`config.mk`:
```
export PLATFORM = sky130hd
export DESIGN_NAME = twos_deserializer
export DESIGN_NICKNAME = d
export VERILOG_FILES = /design/src/rtl/twos_deserializer.sv
export SDC_FILE = /design/constraint.sdc
export NUM_CORES = 1
export LEC_CHECK = 0
export CAP_MARGIN = 30
export CORE_ASPECT_RATIO = 2
export CORE_MARGIN = 10
export CORE_UTILIZATION = 49
export CTS_CLUSTER_DIAMETER = 150
export CTS_CLUSTER_SIZE = 24
export DETAILED_ROUTE_END_ITERATION = 6
export GPL_TIMING_DRIVEN = 0
export PLACE_DENSITY = 0.76
export SLEW_MARGIN = 20
export SYNTH_ARGS = -nofsm -noshare
export SYNTH_HDL_FRONTEND = slang
export SYNTH_SLANG_ARGS = --single-unit
```
`constraint.sdc`:
```
create_clock -name t_clk -period 1.5 [get_ports t_clk]
set_input_delay 0.375 -clock t_clk [delete_from_list [all_inputs] [get_ports t_clk]]
set_output_delay 0.375 -clock t_clk [all_outputs]
set_load 0.02 [all_outputs]
```
`src/rtl/twos_deserializer.sv`:
```
// twos_deserializer: LSB-first serial two's-complement receiver that
// presents each completed word as sign + magnitude behind a valid/ready
// handshake.
// Optional feature macro: TWOS_OVR_EN
//   defined   -> a word completing while the held word is stalled is dropped
//                and the sticky ovr flag is raised.
//   undefined -> no ovr port; a stalled held word is overwritten.
//
// state | meaning
// IDLE  | waiting for a sof-qualified bit 0
// RECV  | collecting bits 1..WIDTH-1 of the current word
module twos_deserializer #(
    parameter int WIDTH = 8
) (
    input  logic             t_clk,
    input  logic             r_n,
    input  logic             i,
    input  logic             v,
    input  logic             sof,
    output logic             out_valid,
    input  logic             out_ready,
    output logic [WIDTH-1:0] mag,
    output logic             sign
`ifdef TWOS_OVR_EN
    ,
    output logic             ovr
`endif
);

    localparam int CW = $clog2(WIDTH);
    localparam logic [CW-1:0] LAST = CW'(WIDTH - 1);

    typedef enum logic {
        IDLE,
        RECV
    } state_t;

    state_t           state, state_nxt;
    logic [CW-1:0]    cnt, cnt_nxt;
    logic             seen_one, seen_one_nxt;
    logic [WIDTH-1:0] raw, raw_nxt;
    logic [WIDTH-1:0] neg, neg_nxt;
    logic             neg_bit;
    logic             done;
    logic             load;
    logic             valid_nxt;

    // Next-state, bit capture and completion decode.
    // Bits are written at their own position so the finished word is
    // already aligned; the negated copy inverts every bit above the first 1,
    // which is the bit-serial form of two's-complement negation.
    always_comb begin
        state_nxt    = state;
        cnt_nxt      = cnt;
        seen_one_nxt = seen_one;
        raw_nxt      = raw;
        neg_nxt      = neg;
        done         = 1'b0;
        neg_bit      = seen_one ? ~i : i;

        if (v && sof) begin
            raw_nxt      = {{(WIDTH-1){1'b0}}, i};
            neg_nxt      = {{(WIDTH-1){1'b0}}, i};
            seen_one_nxt = i;
            cnt_nxt      = CW'(1);
            state_nxt    = RECV;
        end else if (v && (state == RECV)) begin
            raw_nxt[cnt] = i;
            neg_nxt[cnt] = neg_bit;
            seen_one_nxt = seen_one | i;
            if (cnt == LAST) begin
                done      = 1'b1;
                cnt_nxt   = '0;
                state_nxt = IDLE;
            end else begin
                cnt_nxt = cnt + CW'(1);
            end
        end

`ifdef TWOS_OVR_EN
        // A stalled held word wins; the newcomer is discarded.
        load = done && !(out_valid && !out_ready);
`else
        load = done;
`endif

        if (done) begin
            valid_nxt = 1'b1;
        end else if (out_valid && out_ready) begin
            valid_nxt = 1'b0;
        end else begin
            valid_nxt = out_valid;
        end
    end

    // FSM state register.
    always_ff @(posedge t_clk or negedge r_n) begin
        if (!r_n) begin
            state <= IDLE;
        end else begin
            state <= state_nxt;
        end
    end

    // Capture registers and the output word/handshake.
    always_ff @(posedge t_clk or negedge r_n) begin
        if (!r_n) begin
            cnt       <= '0;
            seen_one  <= 1'b0;
            raw       <= '0;
            neg       <= '0;
            out_valid <= 1'b0;
            mag       <= '0;
            sign      <= 1'b0;
        end else begin
            cnt       <= cnt_nxt;
            seen_one  <= seen_one_nxt;
            raw       <= raw_nxt;
            neg       <= neg_nxt;
            out_valid <= valid_nxt;
            if (load) begin
                sign <= i;
                mag  <= i ? neg_nxt : raw_nxt;
            end
        end
    end

`ifdef TWOS_OVR_EN
    // Sticky overrun: set when a completed word had to be dropped.
    always_ff @(posedge t_clk or negedge r_n) begin
        if (!r_n) begin
            ovr <= 1'b0;
        end else if (done && out_valid && !out_ready) begin
            ovr <= 1'b1;
        end
    end
`endif

endmodule

```
; ---- Word-level counts from Yosys, hierarchy flattened
; Index checks and enable logic that the tools add are counted.
[op_classes]
add_sub_neg = 1
mul = 0
div = 0
order_cmp = 2
n_eq_ne = 1
shift = 0
mux = 23
bitwise = 2
reduce_logical = 8
[op_table]
columns = op, n
row1 = $mux W8, 5
row2 = $bwmux W8, 2
row3 = $mux W1, 12
row4 = $mux W3, 3
row5 = $reduce_bool A2 Y1, 3
row6 = $logic_and A1 B1 Y1, 4
row7 = $lt A3 B4 Y1 const B, 1
row8 = $add A3 B1 Y3 const B, 1
row9 = $demux W1 S3, 1
row10 = $eq A3 B3 Y1 const B, 1
row11 = $ge A3 B1 Y1 const B, 1
row12 = $reduce_and A2 Y1, 1
row13 = $not A1 Y1, 1
row14 = $or A1 B1 Y1, 1
[word_totals]
regBits = 31
latch_bits = 0
ram_bits = 0
rom_bits = 0
elab_cells = 45
n_memories = 0

; ---- Logic depth before layout (Yosys ltp)
[logic_depth]
ltp_word = 8
depth_mapped = 6
depth_no_buf = 5

; ---- Worst setup path before layout
; Ideal clock, no wire load.
[synth_timing]
kind = register -> register
from = register cnt[1]
to = register mag[2]
setup_ns = 0.139
t_arrival_ns = 1.336
t_required_ns = 1.361
setup_slack_ns = 0.025
stages_incl_launch_ff = 6
n_path_buf = 0
period_less_slack_ns = 1.475
path_cell_list = dfrtp_1 > ha_1 > ha_1 > and2_2 > nand2_1 > o221ai_1
[synth_via]
elab_chain_len = 8
elab_cells_between_ends = 16
cone_classes = 2 x order compare / 1 x eq/ne / 12 x mux / 1 x reduce/logical
[synth_rtl]
columns = element, line_no
row1 = from (decl), 39  ; logic [CW-1:0] cnt, cnt_nxt;
row2 = from (signal assigned), 116  ; cnt <= cnt_nxt;
row3 = $lt A3 B4 Y1 (implied by the code) or $ge A3 B1 Y1 (tied branches), "68, 69"
row4 = $logic_and A1 B1 Y1 (implied by the code), "68, 69"
row5 = $mux W1 (implied by the code), "68, 69"
row6 = $demux W1 S3, "68, 69"
row7 = "$bwmux W8, on equally long branches", "68, 69"
row8 = $mux W8, 67  ; end else if (v && (state == RECV)) begin
row9 = $mux W8, 61  ; if (v && sof) begin
row10 = $mux W8, 123  ; mag <= i ? neg_nxt : raw_nxt;
row11 = to (signal assigned), 123
row12 = to (decl), 22  ; output logic [WIDTH-1:0] mag,
; Parallel ways exist; a longest one is shown, timed or not.
; A chain may end at the register's enable or synchronous reset.

; ---- Worst setup path after layout
[layout_timing]
from = register cnt[1]
to = register neg[5]
[layout_via]
elab_chain_len = 7
elab_cells_between_ends = 8
cone_classes = 2 x order compare / 5 x mux / 1 x reduce/logical
[layout_rtl]
columns = element, line_no
row1 = $lt A3 B4 Y1 (implied by the code) or $ge A3 B1 Y1 (tied branches), 69  ; neg_nxt[cnt] = neg_bit;
row2 = $logic_and A1 B1 Y1 (implied by the code), 69
row3 = $mux W1 (implied by the code), 69
row4 = $demux W1 S3 *, 69
row5 = $bwmux W8 *, 69
row6 = $mux W8 *, 67
row7 = $mux W8 *, 61
row8 = via neg_nxt[5], 42  ; logic [WIDTH-1:0] neg, neg_nxt;
row9 = to (signal assigned), 119  ; neg <= neg_nxt;
row10 = to (decl), 42
; Mark *: on every way through the listed nets, which the timed path passes. The rest lies on a longest branch.

==> run summary <==
The run finished with clean final reports. The tools report the data arrival at the endpoint of the critical path as 1.62 ns. TritonCTS built the clock tree.

In this design, the stage delay of the slowest critical-path cell is 0.43 ns. The critical path is of the reg2reg type. Synthesis-to-finish area growth: 25.4%. At the worst endpoint, the required time is 1.67 ns.

The root buffer cell chosen for the clock tree is clkbuf_8. The run gives 0.380 as the portion of total power attributed to the clock network. During placement, the flow inserted port buffers numbering 14. For this design the static power due to leakage is 0.000872 uW.

Setup violations remaining at the end of the flow were counted as 0. In this run the core area contains 28 standard-cell rows. For the final database, setup skew stands at 0.00507 ns. The synthesized netlist contains 31 unique library cells. For this block, the routed nets add up to 3280 um of wire. The area of the core is 0.00291 mm^2, and the number of standard cells in the layout, taps in and fillers out is 198. The tools report the synthesized instance count as 140.

In this run, placement finished with an instance count of 184. The logs give 1162 for the via count of the first global-routing pass and 0 ns for the total negative slack. The cell accounting for the most synthesized area was dfrtp_1. STA classifies the critical path startpoint as a flop. The die is 58.7 um wide.

The hold violation total from the final report is 0. The achievable clock frequency is 689 MHz, and the number of antenna violations at the first check in global routing is 0. For this run the aggregate overflow at the end of global routing stands at 0. Traced cell by cell, the critical path runs through buf_4, nand2b_1, nor2_1, mux2i_1, buf_4, nor2_1. In this run the vertical extent of the chip is 97.5 um. HPWL after detailed placement: 2260 um. The fraction of power spent switching nets is 0.270, and the final design utilization is 0.634. Internal power comes to 1650 uW. The post-synthesis register bit count works out to 31. Highest-delay cell along the critical path: dfrtp_2. The placed instances occupy a cell area of 0.00164 mm^2.

Detail-routed net length per standard cell: 16.5 um. The first routing iteration left 29 violations. Entering global routing, the biggest net connects 32 pins. The tightest min-delay check is of the in2async type. The tools report the proportion of synthesized chip area in sequential cells as 0.528. Setup repair after global routing could not meet its margin everywhere.

The first global-routing pass estimated 5580 um of wire. Detailed routing inserted a total of 1111 vias. Along the worst path, the maximum fanout reaches 4. The final number of max-transition violations was 0; the final design instance area without fill was 0.00184 mm^2. The area of the die is 0.00572 mm^2, and the final critical-path share of the clock period is 0.968. The measured slew at the worst slew-check pin is 0.675 ns, and the share of power burned in combinational logic is 0.189.

Dividing the detail-routed via count by the number of cells gives 5.61. The number of top-level pins was 16. The analysis attributes to net switching a power of 608 uW. The count of hold buffers inserted by post-cts repair is 0. The cell area power density is 1220 mW/mm^2, and the initial core utilization is 0.506.

The weighted congestion at the end of routability-driven global placement came out at 0.791. Worst slew margin relative to its limit: 0.550. For the number of max-capacitance violations reported, the log shows 0.

Net count after synthesis: 149. Clock-pin slew was measured on the worst setup and hold paths at 0.07 ns. The mean instance size in the synthesized netlist works out to 10.5 um^2. The number of clock buffers inserted by TritonCTS was 5; the minimum clock period after layout was 1.45 ns. The worst slack on hold paths was 0.122 ns. The tools report the endpoint kind of the worst setup timing path as a flop. The all-layer global routing usage is 0.125, and the number of detailed-route iterations in the first pass is 4. The residual antenna-violating net count after detailed routing was 0; the largest voltage drop on the vdd net was 1120 uV.

The number of nets in the layout came out at 176. The logs give 0 for the DRC violations left and 0 for the antenna diode count. Top cell type's share of synthesized area: 0.528.

CTS built an H-tree with a depth of 2. Counting along the longest clock path gives a buffer depth of 2. The tools report the relative contribution of sequential cells to total power as 0.432. Clock latency on the worst-skew pair, taken at its later pin, is 0.29 ns.

The Yosys step of the flow raised 0 warnings. The fraction of final layout cells with drive strength greater than 1 is 0.250, and the clock sink total is 31. The cell area that synthesis handed to floorplanning was 0.00147 mm^2. After synthesis, the cell types taking the most area are dfrtp_1, nand2_1, mux2i_1, nor2_1, o221ai_1.
## kinds of logic (layout without fill, tap and decap cells)
| kind of cell | Yosys count | after routing | synth area share |
|---|---|---|---|
| multiplexers | 10 | 10 | 0.0774 |
| flip-flops | 31 | 31 | 0.528 |
| AND/OR/NAND/NOR | 57 | 57 | 0.198 |
| buffers and inverters | 9 | 37 | 0.0357 |
| AO/OA/AOI/OAI | 30 | 30 | 0.135 |
| adder cells (fa/ha/maj) | 3 | 3 | 0.0255 |
## state kept, by name, indices dropped and copies added, names as in the netlist
| register | flops |
|---|---|
| cnt | 3 |
| mag | 8 |
| neg | 8 |
| out_valid | 1 |
| raw | 8 |
| seen_one | 1 |
| sign | 1 |
| state | 1 |
## worst max-delay path, delay by kind of cell (launching register included)
kind                   cells  cell delay [ns]
buffers and inverters      2             0.27
DFF                        1             0.43
muxes                      1             0.24
and+or+nand+nor            3             0.38
## power groups by stage
stage          clock network (uW)  logic (uW)  registers (uW)
4_1_cts                       872         408             969
5_1_grt                       918         464             981
2_1_floorplan                   0         233            1000
3_5_place_dp                    0         367             993
3_3_place_gp                    0         356             989
6_report                      856         426             973
## worst paths after layout
check,from,to,slack (ns),depth (start not counted)
worst max-delay path,cnt[1]$_DFFE_PN0P_,neg[5]$_DFF_PN0_,0.05,6
worst min-delay path,r_n,raw[3]$_DFF_PN0_,0.12,1
worst max register to register,cnt[1]$_DFFE_PN0P_,neg[5]$_DFF_PN0_,0.05,6
worst min register to register,sign$_DFFE_PN0P_,sign$_DFFE_PN0P_,0.47,2
max in group asynchronous,r_n,cnt[0]$_DFFE_PN0P_,0.91,1
min in group t_clk,v,cnt[0]$_DFFE_PN0P_,0.37,3
## layout make-up
class	instances	area, um^2
Clock buffer	6	82.6
Inverter	3	11.3
Buffer	6	47.5
Tap cell	30	37.5
Timing Repair Buffer	20	161
Clock inverter	2	35.0
Multi-Input combinational cell	100	689
Fill cell	244	1060
Sequential cell	31	779
## repair_timing
item	CTS	global route
setup buffers	3	3
gates resized for setup	26	6
cloned	0	0
endpoints found under the setup margin	33	8
pin swaps	3	2
## cells in the final DEF, fill, tap and decap left out, types with 2 or more instances in the layout
cell and count:
a21oi_1 7, mux2i_1 8, a22o_1 2, dfrtp_1 28, buf_4 6, nor2_2 3
dfrtp_2 3, nand2_1 24, nand3_4 2, buf_2 3, clkbuf_8 6, o221ai_1 6
o221ai_2 2, buf_6 3, nand2b_1 3, dlygate4sd2_1 11, ha_1 3, o21ai_0 9
nor2_1 14, inv_1 2
## metrics by stage
step	worst slack [ns]	power, uW
after floorplan	0.0252	1240
after global placement	-0.639	1350
after detailed placement	-0.701	1360
after CTS	0.0128	2250
after global routing	-0.0324	2360
final	0.0478	2250
## synthesized netlist by cell type (all sizes together)
library cell	number
clkbuf	1
o22ai	1
nor3b	1
a31oi	1
o221ai	8
a21o	1
a22o	2
and3b	1
ha	3
nor2	17
a21oi	7
nand2	26
dfrtp	31
inv	3
mux2i	9
nand3	3
nor4b	1
and2	2
nor3	1
o21ai	10
nand3b	1
or3	1
nand2b	3
buf	5
mux2	1
## per-layer routing
layer	vias up	part of all wire	track usage
met5	-	0	0
met4	0	0.024	0.0764
met3	6	0.042	0.0445
met2	18	0.56	0.216
met1	546	0.37	0.118
li1	541	-	-
No activity file was read; power rests on OpenSTA's default activity.
